===== config.mk =====
export PLATFORM = sky130hd
export DESIGN_NAME = ps2_host_tx
export DESIGN_NICKNAME = d
export VERILOG_FILES = /design/src/rtl/ps2_host_tx.sv
export SDC_FILE = /design/constraint.sdc
export NUM_CORES = 1
export LEC_CHECK = 0
export CORE_MARGIN = 2
export CORE_UTILIZATION = 65
export DETAILED_ROUTE_END_ITERATION = 12
export GPL_TIMING_DRIVEN = 1
export PLACE_DENSITY_LB_ADDON = 0.1
export SKIP_LAST_GASP = 1
export SYNTH_ARGS = -nofsm -noshare
export SYNTH_HDL_FRONTEND = slang
export SYNTH_SLANG_ARGS = --single-unit

===== constraint.sdc =====
create_clock -name clk -period 9.15 [get_ports clk]
set_clock_uncertainty 0.15 [all_clocks]
set_input_delay 1.83 -clock clk [delete_from_list [all_inputs] [get_ports clk]]
set_output_delay 1.83 -clock clk [all_outputs]
set_load 0.005 [all_outputs]

===== src/rtl/ps2_host_tx.sv =====
// PS/2 host-to-device command transmitter: inhibits the bus, issues request-to-send,
//   then shifts one byte (d0..d7, odd parity, stop) out on device clock edges and checks the ACK.
// Latency: clock line low for INHIBIT_CYCLES+1 cycles after accept; done 1 cycle after bus idle.
// Backpressure: tx_ready is high only in IDLE; tx_valid while busy is ignored.
//
// Ports:
//   clk, rst                   system clock, asynchronous active-high reset
//   ps2_clk_in, ps2_data_in    raw open-drain line levels (asynchronous to clk)
//   ps2_clk_low, ps2_data_low  1 = pull the line low, 0 = release (high-Z at top level)
//   tx_data, tx_valid, tx_ready  command byte handshake
//   busy                       high in every state except IDLE
//   done                       one-cycle end-of-transfer pulse
//   ack_err, timeout           transfer status, valid with done, held until next accept
module ps2_host_tx #(
    parameter int INHIBIT_CYCLES       = 10_000,
    parameter int START_TIMEOUT_CYCLES = 1_500_000,
    parameter int XFER_TIMEOUT_CYCLES  = 200_000
) (
    input  logic       clk,
    input  logic       rst,
    input  logic       ps2_clk_in,
    input  logic       ps2_data_in,
    output logic       ps2_clk_low,
    output logic       ps2_data_low,
    input  logic [7:0] tx_data,
    input  logic       tx_valid,
    output logic       tx_ready,
    output logic       busy,
    output logic       done,
    output logic       ack_err,
    output logic       timeout
);

    localparam int          IW         = (INHIBIT_CYCLES > 1) ? $clog2(INHIBIT_CYCLES) : 1;
    localparam logic [IW-1:0] INH_LAST = IW'(INHIBIT_CYCLES - 1);
    localparam logic [20:0] START_LAST = 21'(START_TIMEOUT_CYCLES - 1);
    localparam logic [20:0] XFER_LAST  = 21'(XFER_TIMEOUT_CYCLES - 1);

    typedef enum logic [2:0] {
        S_IDLE,
        S_INHIBIT,
        S_RTS,
        S_WAIT_FIRST,
        S_SHIFT,
        S_ACK_WAIT,
        S_WAIT_IDLE,
        S_ABORT
    } state_t;

    state_t        state;
    logic [1:0]    clk_sync;
    logic [1:0]    dat_sync;
    logic          sclk_d;
    logic          sclk;
    logic          sdat;
    logic          fell;
    logic [9:0]    frame;      // {stop, parity, d7..d0}, sent LSB first
    logic [3:0]    bit_idx;
    logic [IW-1:0] inh_cnt;
    logic [20:0]   start_cnt;
    logic [20:0]   xfer_cnt;

    // Two-flop synchronizers; idle bus level is high, so reset to 1 to avoid a false edge.
    always_ff @(posedge clk or posedge rst) begin
        if (rst) begin
            clk_sync <= 2'b11;
            dat_sync <= 2'b11;
            sclk_d   <= 1'b1;
        end else begin
            clk_sync <= {clk_sync[0], ps2_clk_in};
            dat_sync <= {dat_sync[0], ps2_data_in};
            sclk_d   <= clk_sync[1];
        end
    end

    assign sclk = clk_sync[1];
    assign sdat = dat_sync[1];
    assign fell = sclk_d & ~sclk;

    always_ff @(posedge clk or posedge rst) begin
        if (rst) begin
            state        <= S_IDLE;
            ps2_clk_low  <= 1'b0;
            ps2_data_low <= 1'b0;
            tx_ready     <= 1'b1;
            busy         <= 1'b0;
            done         <= 1'b0;
            ack_err      <= 1'b0;
            timeout      <= 1'b0;
            frame        <= '0;
            bit_idx      <= '0;
            inh_cnt      <= '0;
            start_cnt    <= '0;
            xfer_cnt     <= '0;
        end else begin
            done <= 1'b0;
            case (state)
                S_IDLE: begin
                    if (tx_valid) begin
                        frame       <= {1'b1, ~^tx_data, tx_data};
                        ack_err     <= 1'b0;
                        timeout     <= 1'b0;
                        bit_idx     <= '0;
                        inh_cnt     <= '0;
                        start_cnt   <= '0;
                        xfer_cnt    <= '0;
                        ps2_clk_low <= 1'b1;
                        tx_ready    <= 1'b0;
                        busy        <= 1'b1;
                        state       <= S_INHIBIT;
                    end
                end

                // A device pulling data low here is a collided frame; nothing to do about it.
                S_INHIBIT: begin
                    if (inh_cnt == INH_LAST) begin
                        ps2_data_low <= 1'b1;
                        state        <= S_RTS;
                    end else begin
                        inh_cnt <= inh_cnt + 1'b1;
                    end
                end

                S_RTS: begin
                    ps2_clk_low <= 1'b0;
                    state       <= S_WAIT_FIRST;
                end

                // The start bit has already been presented by RTS, so the first device
                // falling edge puts d0 on the line straight away; SHIFT carries on from d1.
                S_WAIT_FIRST: begin
                    if (start_cnt == START_LAST) begin
                        ps2_clk_low  <= 1'b0;
                        ps2_data_low <= 1'b0;
                        state        <= S_ABORT;
                    end else begin
                        if (start_cnt != '1) start_cnt <= start_cnt + 21'd1;
                        if (fell) begin
                            ps2_data_low <= ~frame[0];
                            bit_idx      <= 4'd1;
                            state        <= S_SHIFT;
                        end
                    end
                end

                // Expiry is checked before the line edge so a coincident timeout wins.
                S_SHIFT, S_ACK_WAIT, S_WAIT_IDLE: begin
                    if (xfer_cnt == XFER_LAST) begin
                        ps2_clk_low  <= 1'b0;
                        ps2_data_low <= 1'b0;
                        state        <= S_ABORT;
                    end else begin
                        if (xfer_cnt != '1) xfer_cnt <= xfer_cnt + 21'd1;
                        if (state == S_SHIFT) begin
                            if (fell) begin
                                // Stop bit is a 1, so driving it releases the data line.
                                ps2_data_low <= ~frame[bit_idx];
                                if (bit_idx == 4'd9) state <= S_ACK_WAIT;
                                else                 bit_idx <= bit_idx + 4'd1;
                            end
                        end else if (state == S_ACK_WAIT) begin
                            if (fell) begin
                                ack_err <= sdat;
                                state   <= S_WAIT_IDLE;
                            end
                        end else begin
                            if (sclk && sdat) begin
                                done     <= 1'b1;
                                tx_ready <= 1'b1;
                                busy     <= 1'b0;
                                state    <= S_IDLE;
                            end
                        end
                    end
                end

                S_ABORT: begin
                    ps2_clk_low  <= 1'b0;
                    ps2_data_low <= 1'b0;
                    done         <= 1'b1;
                    timeout      <= 1'b1;
                    ack_err      <= 1'b0;
                    tx_ready     <= 1'b1;
                    busy         <= 1'b0;
                    state        <= S_IDLE;
                end

                default: state <= S_IDLE;
            endcase
        end
    end

endmodule


==> summary.md, run 1 <==
| Metric | Value |
|---|---|
| Status | `completed` |
| Most common cell after layout, fill and taps aside | `dfrtp_1` |
| Leakage | `0.00217 µW` |
| CTS tree | `built` |
| First-pass GRT wire length | `17.7 mm` |
| Detailed Routing Iterations Pass 1 | `5` |
| Avg Vias per Cell | `6.20` |
| CTS Hold Bufs | `0` |
| I/O Buffers | `19` |
| Number of global-route vias before repair | `3776` |
| Register area share after synthesis | `0.465` |
| Slew Viols, Final | `0` |
| Crit-path leading delay family | `simple AND/OR/NAND/NOR gates` |
| DIE AREA | `0.00775 mm²` |
| Layout cells sized above 1 | `0.0731` |
| Number of library cell types mapped by synthesis | `60` |
| Finished Core Util | `0.749` |
| Commonest cells after routing, fill and taps aside | `79 x dfrtp_1, 78 x nand2_1, 53 x nor2_1` |
| GR Overflow Total | `0` |
| Final Wtd Congestion | `0.936` |
| Yosys reg bits | `85` |
| Largest net degree at the start of global routing | `86` |
| FF/Latch Area | `0.00213 mm²` |
| Hold EP | `clk_sync[1]$_DFF_PP1_` |
| Reg2reg start | `state[0]$_DFFE_PP0P_` |
| DP Wirelength | `6.90 mm` |
| Hold Startpoint | `clk_sync[0]$_DFF_PP1_` |
| Critical Path, Cell by Cell | `clkdlybuf4s50_1 > nand2b_1 > nor2_4 > buf_4 > a21oi_1 > nor4b_1 > xnor2_1 > nor2_1` |
| PD cells | `242 mW/mm²` |
| Routed vias | `3817` |
| Clock Latency Late Sink | `0.36 ns` |
| Syn_area_per_cell | `9.19 µm²` |
| Post-route insts no fill | `616` |
| Req. time, crit path | `9.24 ns` |
| Initial Util | `0.672` |
| DR iter-0 viols | `313` |
| Initial antenna violation count | `0` |
| Final ANT Viol Nets | `0` |
| Crit path buf inv count | `2` |
| Final Setup Violations | `0` |
| Slew at the pin with the worst max-slew slack | `1.23 ns` |
| Flop2flop setup slack | `6.09 ns` |
| CTS clock-pin slew for the worst setup and hold paths | `0.09 ns` |
| Clk root buf | `clkbuf_8` |
| Mapped Area | `0.00459 mm²` |
| N_diodes | `0` |
| Clock sinks | `85` |
| Slowest-stage cell, CP | `clkdlybuf4s50_1` |
| Num rows | `30` |
| Crit Path Max Fanout | `25` |
| FF-to-FF End | `inh_cnt[13]$_DFFE_PP0P_` |
| Number of CTS-inserted buffers | `9` |
| Dpl cells | `600` |
| Layout fillers | `499` |
| Max Cap Viol | `0` |
| Critical path origin | `tx_valid` |
| WL/cell | `17.0 µm` |
| Most used DFF post-synth | `dfrtp_1` |
| Type of the worst min-delay path | `flip-flop to flip-flop` |
| Final worst path period share | `0.451` |
| Peak VDD IR | `180 µV` |
| Final layout net count | `533` |
| Worst Setup Path Type | `input port to flip-flop` |
| Setup TNS | `0 ns` |
| Warnings from Yosys | `0` |
| Ys async rst share | `1.00` |
| Largest cells by area after synthesis | `dfrtp_1 43%, nand2_1 6.4%, xnor2_1 4.6%` |
| Die Ht | `88.1 µm` |
| Die W | `88.1 µm` |
| Final wirelength | `10.5 mm` |
| Post-CTS setup buffers | `0` |
| Slew headroom | `0.177` |
| Remaining DRCs | `0` |
| Worst hold path stage count | `0` |
| Layout area overhead | `11.5%` |
| Post-synth EDFFs | `0` |
| Fin. Hold Viols | `0` |
| Worst path max stage delay | `0.52 ns` |
| Total power | `1240 µW` |
| CP endpoint kind | `flip-flop` |
| Synth Instances | `500` |
| Synthesized net count | `518` |
| Worst Path Arrival | `4.23 ns` |
| H-tree level count | `3` |
| Synth top area share | `0.430` |
| GRT Util Overall | `0.291` |
| Max Clock Freq | `242 MHz` |
| Multi-input logic area | `0.00234 mm²` |
| Max clock buf depth | `2` |
| Cell taking the most area after synthesis | `dfrtp_1` |
| Worst Setup Start Kind | `input port` |
| Reg2reg path depth | `7` |
| Num ports | `20` |
| Tmin final | `4.13 ns` |
| Post_cts resized | `0` |
| Core ar. | `0.00683 mm²` |
| RSZ-0062 raised after global routing | `no` |
-- per-stage QoR --
step / hold slack [ns] / setup slack, ns / instance area, µm²
after floorplan: 0.195 / 4.99 / 4590
after global placement: 0.195 / 4.76 / 4860
after detailed placement: 0.198 / 4.62 / 4860
after CTS: 0.210 / 4.99 / 5120
after global routing: 0.213 / 4.81 / 5120
final: 0.208 / 5.02 / 5120
-- routing by layer --
layer,global-route usage,up-vias,part of all wire
li1,-,1795,-
met1,0.372,1906,0.44
met2,0.493,99,0.51
met3,0.0669,17,0.040
met4,0.0923,0,0.011
met5,0,-,0
-- worst max path at each step --
stage | to | slack (ns) | cells after the start
floorplan | ack_err$_DFFE_PP0P_ | 4.99 | 1
global placement | inh_cnt[13]$_DFFE_PP0P_ | 4.76 | 8
detailed placement | inh_cnt[13]$_DFFE_PP0P_ | 4.62 | 8
CTS | inh_cnt[13]$_DFFE_PP0P_ | 4.99 | 8
global route | inh_cnt[9]$_DFFE_PP0P_ | 4.81 | 8
finish | inh_cnt[13]$_DFFE_PP0P_ | 5.02 | 8
-- cell type report --
type	count	area share
Inverter	15	0.0112
Clock buffer	11	0.0257
Timing Repair Buffer	22	0.0415
Multi-Input combinational cell	382	0.457
Sequential cell	85	0.417
Clock inverter	5	0.0244
Tap cell	96	0.0235
-- Yosys cell counts (12+ instances only) --
cell and instances:
a21oi_1 17, clkbuf_1 12, dfrtp_1 79, inv_1 15, mux2i_1 17, nand2_1 78
nand3_1 18, nand4_1 21, nor2_1 54, o21ai_0 20, xnor2_1 24, xor2_1 12
-- registers in the layout (all words and copies together) (netlist names), 2 cells and up --
signal	cells
bit_idx	4
clk_sync	2
dat_sync	2
frame	10
inh_cnt	14
start_cnt	21
state	3
xfer_cnt	21
-- power breakdown --
part | internal [µW] | switching [µW]
combinational | 155 | 216
sequential | 442 | 84.4
clock | 209 | 134
-- kinds of logic (layout without fill, tap and decap cells) --
group                      after synthesis  count (layout)  synth area share
muxes                                   20              20            0.0485
xor gates and xnor gates                36              36            0.0686
AOI/OAI and AO/OA                       75              75             0.105
buffers and inverters                   33              53            0.0278
adders and majority gates                5               5            0.0136
DFF                                     85              85             0.465
and+or+nand+nor                        246             246             0.272
Note: power is estimated with default switching activity, not from simulation.
==> run 2, diff against run 1 <==
--- a/config.mk
+++ b/config.mk
@@ -6,7 +6,7 @@
 export NUM_CORES = 1
 export LEC_CHECK = 0
 export CORE_MARGIN = 2
-export CORE_UTILIZATION = 65
+export CORE_UTILIZATION = 55
 export DETAILED_ROUTE_END_ITERATION = 12
 export GPL_TIMING_DRIVEN = 1
 export PLACE_DENSITY_LB_ADDON = 0.1
==> constraint.sdc (replaced) <==
create_clock -name clk -period 3.4 [get_ports clk]
set_clock_uncertainty 0.15 [all_clocks]
set_input_delay 0.68 -clock clk [delete_from_list [all_inputs] [get_ports clk]]
set_output_delay 0.68 -clock clk [all_outputs]
set_load 0.005 [all_outputs]
==> run 2 against run 1 <==
  * Sequential share of layout area is 0.38 points lower
  * Wire length is 6.8% lower
  * First-iteration DRC count is 22% lower
  * Critical endpoint is now xfer_cnt[14]$_DFFE_PP0P_
==> summary.md, run 2 (synthesized netlist as in run 1, its figures left out) <==
| Metric | Value |
|---|---|
| Clock Latency Late Sink | `0.36 ns (about the same)` |
| Fin. Hold Viols | `0 (unchanged)` |
| Num ports | `20 (unchanged)` |
| DP Area | `0.00493 mm² (+1.3%)` |
| PD cells | `633 mW/mm² (+160%)` |
| Number of global-route vias before repair | `3625 (-4.0%)` |
| Number of CTS-inserted buffers | `9 (unchanged)` |
| Slew Viols, Final | `0 (unchanged)` |
| Final Wtd Congestion | `0.883 (-5.7%)` |
| Layout area overhead | `12.5%` |
| Worst Setup Path Type | `flip-flop to flip-flop` |
| Layout cells sized above 1 | `0.0854 (+0.0123)` |
| DR iter-0 viols | `245 (-22%)` |
| CP endpoint kind | `flip-flop` |
| Req. time, crit path | `3.53 ns (-5.71 ns)` |
| Final wirelength | `9.77 mm (-6.8%)` |
| Type of the worst min-delay path | `flip-flop to flip-flop` |
| Die Ht | `95.4 µm (+8.3%)` |
| CTS clock-pin slew for the worst setup and hold paths | `0.08 ns (about the same)` |
| Final Setup Violations | `0 (unchanged)` |
| Final ANT Viol Nets | `0 (unchanged)` |
| Post-route insts no fill | `632 (+2.6%)` |
| Tmin final | `2.70 ns` |
| GR Overflow Total | `0 (unchanged)` |
| First-pass GRT wire length | `17.0 mm (-4.0%)` |
| Leakage | `0.00219 µW (+1.3%)` |
| Clock sinks | `85 (unchanged)` |
| Clk root buf | `clkbuf_8` |
| Multi-input logic area | `0.00234 mm² (unchanged)` |
| Status | `completed` |
| Routed vias | `3673 (-3.8%)` |
| RSZ-0062 raised after global routing | `no` |
| Post-CTS setup buffers | `0 (unchanged)` |
| Worst Slack Setup Final | `0.699 ns (-4.32 ns)` |
| Design area | `0.00517 mm² (+0.93%)` |
| Max Cap Viol | `0 (unchanged)` |
| Setup TNS | `0 ns (unchanged)` |
| I/O Buffers | `19 (unchanged)` |
| Die W | `95.4 µm (+8.3%)` |
| GR Util met1 | `0.325 (-0.0461)` |
| Top Registers | `start_cnt: 21 flops, xfer_cnt: 21 flops, inh_cnt: 14 flops` |
| Worst Setup Start Kind | `flip-flop` |
| Peak VDD IR | `348 µV (+94%)` |
| Worst Path Arrival | `2.83 ns (-1.40 ns)` |
| DP Wirelength | `6.83 mm (-1.0%)` |
| DIE AREA | `0.00910 mm² (+17%)` |
| Met2 Track Usage GR | `0.380 (-0.113)` |
| Remaining DRCs | `0 (unchanged)` |
| Gr busiest metal | `met2` |
| Most common cell after layout, fill and taps aside | `dfrtp_1` |
| Slew at the pin with the worst max-slew slack | `0.726 ns (-0.505 ns)` |
| Initial Util | `0.562 (-0.111)` |
| H-tree level count | `3 (unchanged)` |
| Dpl cells | `616 (+2.7%)` |
| FF/Latch Area | `0.00213 mm² (unchanged)` |
| WL/cell | `15.5 µm (-9.2%)` |
| Final layout net count | `540 (+1.3%)` |
| Avg Vias per Cell | `5.81 (-6.2%)` |
| Max clock buf depth | `2 (unchanged)` |
| Num rows | `33 (+10%)` |
| Slew headroom | `0.511 (+0.335)` |
| Crit Path Max Fanout | `13 (-48%)` |
| GRT Util Overall | `0.237 (-0.0542)` |
| N_diodes | `0 (unchanged)` |
| Max Clock Freq | `370 MHz` |
| CTS Hold Bufs | `0 (unchanged)` |
| Commonest cells after routing, fill and taps aside | `79 x dfrtp_1, 78 x nand2_1, 53 x nor2_1` |
| Layout fillers | `706 (+41%)` |
| Detailed Routing Iterations Pass 1 | `4 (-1)` |
| Final worst path period share | `0.794` |
| Post_cts resized | `0 (unchanged)` |
| Initial antenna violation count | `0 (unchanged)` |
| GR Layer Usage met3 | `0.0340 (-0.0329)` |
| CTS tree | `built` |
| Fin Hold WS | `0.207 ns (-0.00118 ns)` |
| Largest net degree at the start of global routing | `39 (-55%)` |
| Pre-CTS WS | `0.625 ns (-4.00 ns)` |
| Core ar. | `0.00818 mm² (+20%)` |
run 2: cell count changes in the layout (fill, tap and decap cells not counted), sizes merged:
cell	previous run	this run
buf	3	10
bufinv	4	3
clkbuf	11	12
run 2: layer usage:
metal | vias to the layer above | part of all wire
li1 | 1827 | -
met1 | 1778 | 0.48
met2 | 52 | 0.47
met3 | 16 | 0.026
met4 | 0 | 0.017
met5 | - | 0
run 2: final timing paths:
| path | startpoint | end | slack [ns] | cells past startpoint |
|---|---|---|---|---|
| max in group asynchronous | rst | tx_ready$_DFFE_PP1P_ | 1.77 | 3 |
| max | xfer_cnt[9]$_DFFE_PP0P_ | xfer_cnt[14]$_DFFE_PP0P_ | 0.70 | 6 |
| min in group asynchronous | rst | inh_cnt[6]$_DFFE_PP0P_ | 0.55 | 2 |
| min | dat_sync[0]$_DFF_PP1_ | dat_sync[1]$_DFF_PP1_ | 0.21 | 0 |
| min reg2reg | dat_sync[0]$_DFF_PP1_ | dat_sync[1]$_DFF_PP1_ | 0.21 | 0 |
| max reg2reg | xfer_cnt[9]$_DFFE_PP0P_ | xfer_cnt[14]$_DFFE_PP0P_ | 0.70 | 6 |
run 2: layout make-up:
class,count,area share
repair buffers,29,0.0513
inverters,15,0.0111
clock buffers,12,0.0281
well taps,105,0.0254
multi-input cells,382,0.453
flip-flops and latches,85,0.413
clock inverters,4,0.0184
run 2: power by group:
part	internal, µW	total (µW)	switching [µW]	leakage (µW)
registers	1190	1400	206	0.00112
clock network	508	862	354	0.000121
logic	436	1010	577	0.000949
total	2130	3270	1140	0.00219
run 2: worst max-delay path, cell delays in order, from the launching register on:
cell and delay, ns:
dfrtp_1 0.43, or4_1 0.53, or3_4 0.43, o31a_1 0.43
nand2_1 0.33, o21ai_0 0.16, a21oi_1 0.16
run 2: metrics by stage:
step | util | power, µW
floorplan | - | 2100
global placement | 0.603 | 2400
detailed placement | 0.603 | 2420
CTS | 0.632 | 3290
global route | 0.632 | 3500
finish | 0.632 | 3270
==> run 3, diff against run 2 <==
--- a/config.mk
+++ b/config.mk
@@ -6,7 +6,7 @@
 export NUM_CORES = 1
 export LEC_CHECK = 0
 export CORE_MARGIN = 2
-export CORE_UTILIZATION = 55
+export CORE_UTILIZATION = 61
 export DETAILED_ROUTE_END_ITERATION = 12
 export GPL_TIMING_DRIVEN = 1
 export PLACE_DENSITY_LB_ADDON = 0.1
==> constraint.sdc (replaced) <==
create_clock -name clk -period 2.61 [get_ports clk]
set_clock_uncertainty 0.15 [all_clocks]
set_input_delay 0.522 -clock clk [delete_from_list [all_inputs] [get_ports clk]]
set_output_delay 0.522 -clock clk [all_outputs]
set_load 0.005 [all_outputs]
==> run 3 against run 2 <==
  * Via count increased by 2.8%
  * Hold slack improved by 0.0011 ns
  * Global-route usage increased by 2.0 points
  * Critical path depth unchanged
  * Core utilization increased by 9.6 points
  * Register-to-register slack got worse by 0.59 ns
  * Power increased by 32%
  * Die area decreased by 9.4%
  * Fmax increased by 7.8%
  * Count of clock-buffer cells in the layout decreased by 2
  * Sequential share of layout area decreased by 0.91 points
==> summary.md, run 3 (synthesized netlist as in run 1, its figures left out) <==
| Metric | Value |
|---|---|
| Setup TNS | `0 ns (unchanged)` |
| Commonest cells after routing, fill and taps aside | `79 x dfrtp_1, 77 x nand2_1, 53 x nor2_1` |
| FF/Latch Area | `0.00213 mm² (unchanged)` |
| PD cells | `817 mW/mm² (+29%)` |
| Hold Startpoint | `dat_sync[0]$_DFF_PP1_` |
| Core ar. | `0.00725 mm² (-11%)` |
| Final ANT Viol Nets | `0 (unchanged)` |
| Status | `completed` |
| Finished Core Util | `0.728 (+0.0964)` |
| CP endpoint kind | `flip-flop` |
| Slew headroom | `0.646 (+0.135)` |
| CTS clock-pin slew for the worst setup and hold paths | `0.09 ns (about the same)` |
| Final Wtd Congestion | `0.911 (+3.2%)` |
| Critical Path, Cell by Cell | `or4_1 > or3_4 > or3_4 > a21oi_2 > a211oi_2 > mux2_4` |
| Crit Path Max Fanout | `4 (-9)` |
| CTS Hold Bufs | `0 (unchanged)` |
| Number of CTS-inserted buffers | `9 (unchanged)` |
| GRT Util Overall | `0.256 (+0.0197)` |
| Leakage | `0.00225 µW (+2.6%)` |
| Fin. Hold Viols | `0 (unchanged)` |
| Crit path buf inv count | `0 (unchanged)` |
| First-pass GRT wire length | `17.1 mm (+0.73%)` |
| GR Util met1 | `0.344 (+0.0190)` |
| Max clock buf depth | `2 (unchanged)` |
| Layout area overhead | `15.0%` |
| Multi-input logic area | `0.00237 mm² (+1.2%)` |
| Routed vias | `3775 (+2.8%)` |
| Met2 Track Usage GR | `0.422 (+0.0420)` |
| Post-route insts no fill | `637 (+0.79%)` |
| Worst Setup Start Kind | `flip-flop` |
| Detailed Routing Iterations Pass 1 | `4 (unchanged)` |
| DR iter-0 viols | `193 (-21%)` |
| Avg Vias per Cell | `5.93 (+2.0%)` |
| Initial Util | `0.633 (+0.0714)` |
| Critical path origin | `xfer_cnt[13]$_DFFE_PP0P_` |
| Reg2reg path depth | `6 (unchanged)` |
| Number of global-route vias before repair | `3619 (-0.17%)` |
| I/O Buffers | `19 (unchanged)` |
| DIE AREA | `0.00824 mm² (-9.4%)` |
| Layout fillers | `566 (-20%)` |
| Num rows | `31 (-6.1%)` |
| Design area | `0.00528 mm² (+2.3%)` |
| Critical path depth | `6 (unchanged)` |
| Req. time, crit path | `2.71 ns (-0.82 ns)` |
| Layout cells sized above 1 | `0.115 (+0.0299)` |
| Crit-path leading delay family | `simple AND/OR/NAND/NOR gates` |
| Worst Setup Path Type | `flip-flop to flip-flop` |
| WL/cell | `15.3 µm (-0.85%)` |
| Final worst path period share | `0.960 (+0.166)` |
| Slew Viols, Final | `0 (unchanged)` |
| Peak VDD IR | `571 µV (+64%)` |
| DP Wirelength | `6.89 mm (+0.90%)` |
| DP Area | `0.00502 mm² (+1.8%)` |
| Final Setup Violations | `0 (unchanged)` |
| Worst hold path stage count | `0 (unchanged)` |
| Num ports | `20 (unchanged)` |
| Slew at the pin with the worst max-slew slack | `0.529 ns (-0.197 ns)` |
| Post-CTS setup buffers | `0 (unchanged)` |
| H-tree level count | `3 (unchanged)` |
| Reg2reg start | `xfer_cnt[13]$_DFFE_PP0P_` |
| RSZ-0062 raised after global routing | `yes` |
| Worst path max stage delay | `0.47 ns (-0.06 ns)` |
| Die W | `90.8 µm (-4.8%)` |
| Type of the worst min-delay path | `flip-flop to flip-flop` |
| Max Clock Freq | `399 MHz (+7.8%)` |
| Final layout net count | `551 (+2.0%)` |
| Remaining DRCs | `0 (unchanged)` |
| Clk root buf | `clkbuf_8` |
| Worst Path Arrival | `2.60 ns (-0.23 ns)` |
| Die Ht | `90.8 µm (-4.8%)` |
| GR Layer Usage met3 | `0.0492 (+0.0153)` |
| GR Overflow Total | `0 (unchanged)` |
| Flop2flop setup slack | `0.10 ns (-0.59 ns)` |
| Tmin final | `2.51 ns (-0.195 ns)` |
| N_diodes | `0 (unchanged)` |
| Dpl cells | `621 (+0.81%)` |
| Largest net degree at the start of global routing | `86 (+120%)` |
| Final wirelength | `9.76 mm (about the same)` |
| Initial antenna violation count | `0 (unchanged)` |
| Gr busiest metal | `met2` |
| Clock sinks | `85 (unchanged)` |
| Max Cap Viol | `0 (unchanged)` |
| Clock Latency Late Sink | `0.36 ns (about the same)` |
| Top Registers | `start_cnt: 21 flops, xfer_cnt: 21 flops, inh_cnt: 14 flops` |
| Most common cell after layout, fill and taps aside | `dfrtp_1` |
| Crit-path most repeated cell | `or3_4` |
| Post_cts resized | `0 (unchanged)` |
| CTS tree | `built` |
| Slowest-stage cell, CP | `or4_1` |
run 3: worst reg2reg max path, stage by stage (launching register included):
cell	delay, ns
dfrtp_1	0.42
or4_1	0.47
or3_4	0.42
or3_4	0.36
a21oi_2	0.15
a211oi_2	0.10
mux2_4	0.32
run 3: path summary, 6_finish.rpt:
path / to
hold reg to reg: dat_sync[1]$_DFF_PP1_
setup / recovery: bit_idx[0]$_DFFE_PP0P_
hold / removal: dat_sync[1]$_DFF_PP1_
min in group asynchronous: xfer_cnt[19]$_DFFE_PP0P_
max in group asynchronous: state[1]$_DFFE_PP0P_
setup reg to reg: bit_idx[0]$_DFFE_PP0P_
run 3: final cells by class:
cell class	count	area share
multi-input combinational	382	0.448
inverter	15	0.0114
clock inverter	6	0.0211
timing repair buffer	40	0.0682
tap	99	0.0234
sequential	85	0.404
clock buffer	10	0.0242
run 3: per-layer routing:
metal,wire length [µm],part of all wire
met5,0,0
met4,133,0.014
met3,341,0.035
met2,4760,0.49
met1,4530,0.46
run 3: power breakdown:
group / internal [µW] / switching [µW] / total [µW]
clock network: 636 / 475 / 1110
logic: 615 / 823 / 1440
registers: 1550 / 217 / 1770
total: 2800 / 1510 / 4320
run 3: stage by stage:
step	power, µW	hold WS [ns]	setup slack [ns]
floorplan	2730	0.195	0.166
global placement	3160	0.197	0.112
detailed placement	3210	0.197	0.0795
CTS	4320	0.209	0.0479
global route	4610	0.211	-0.0295
finish	4320	0.208	0.104
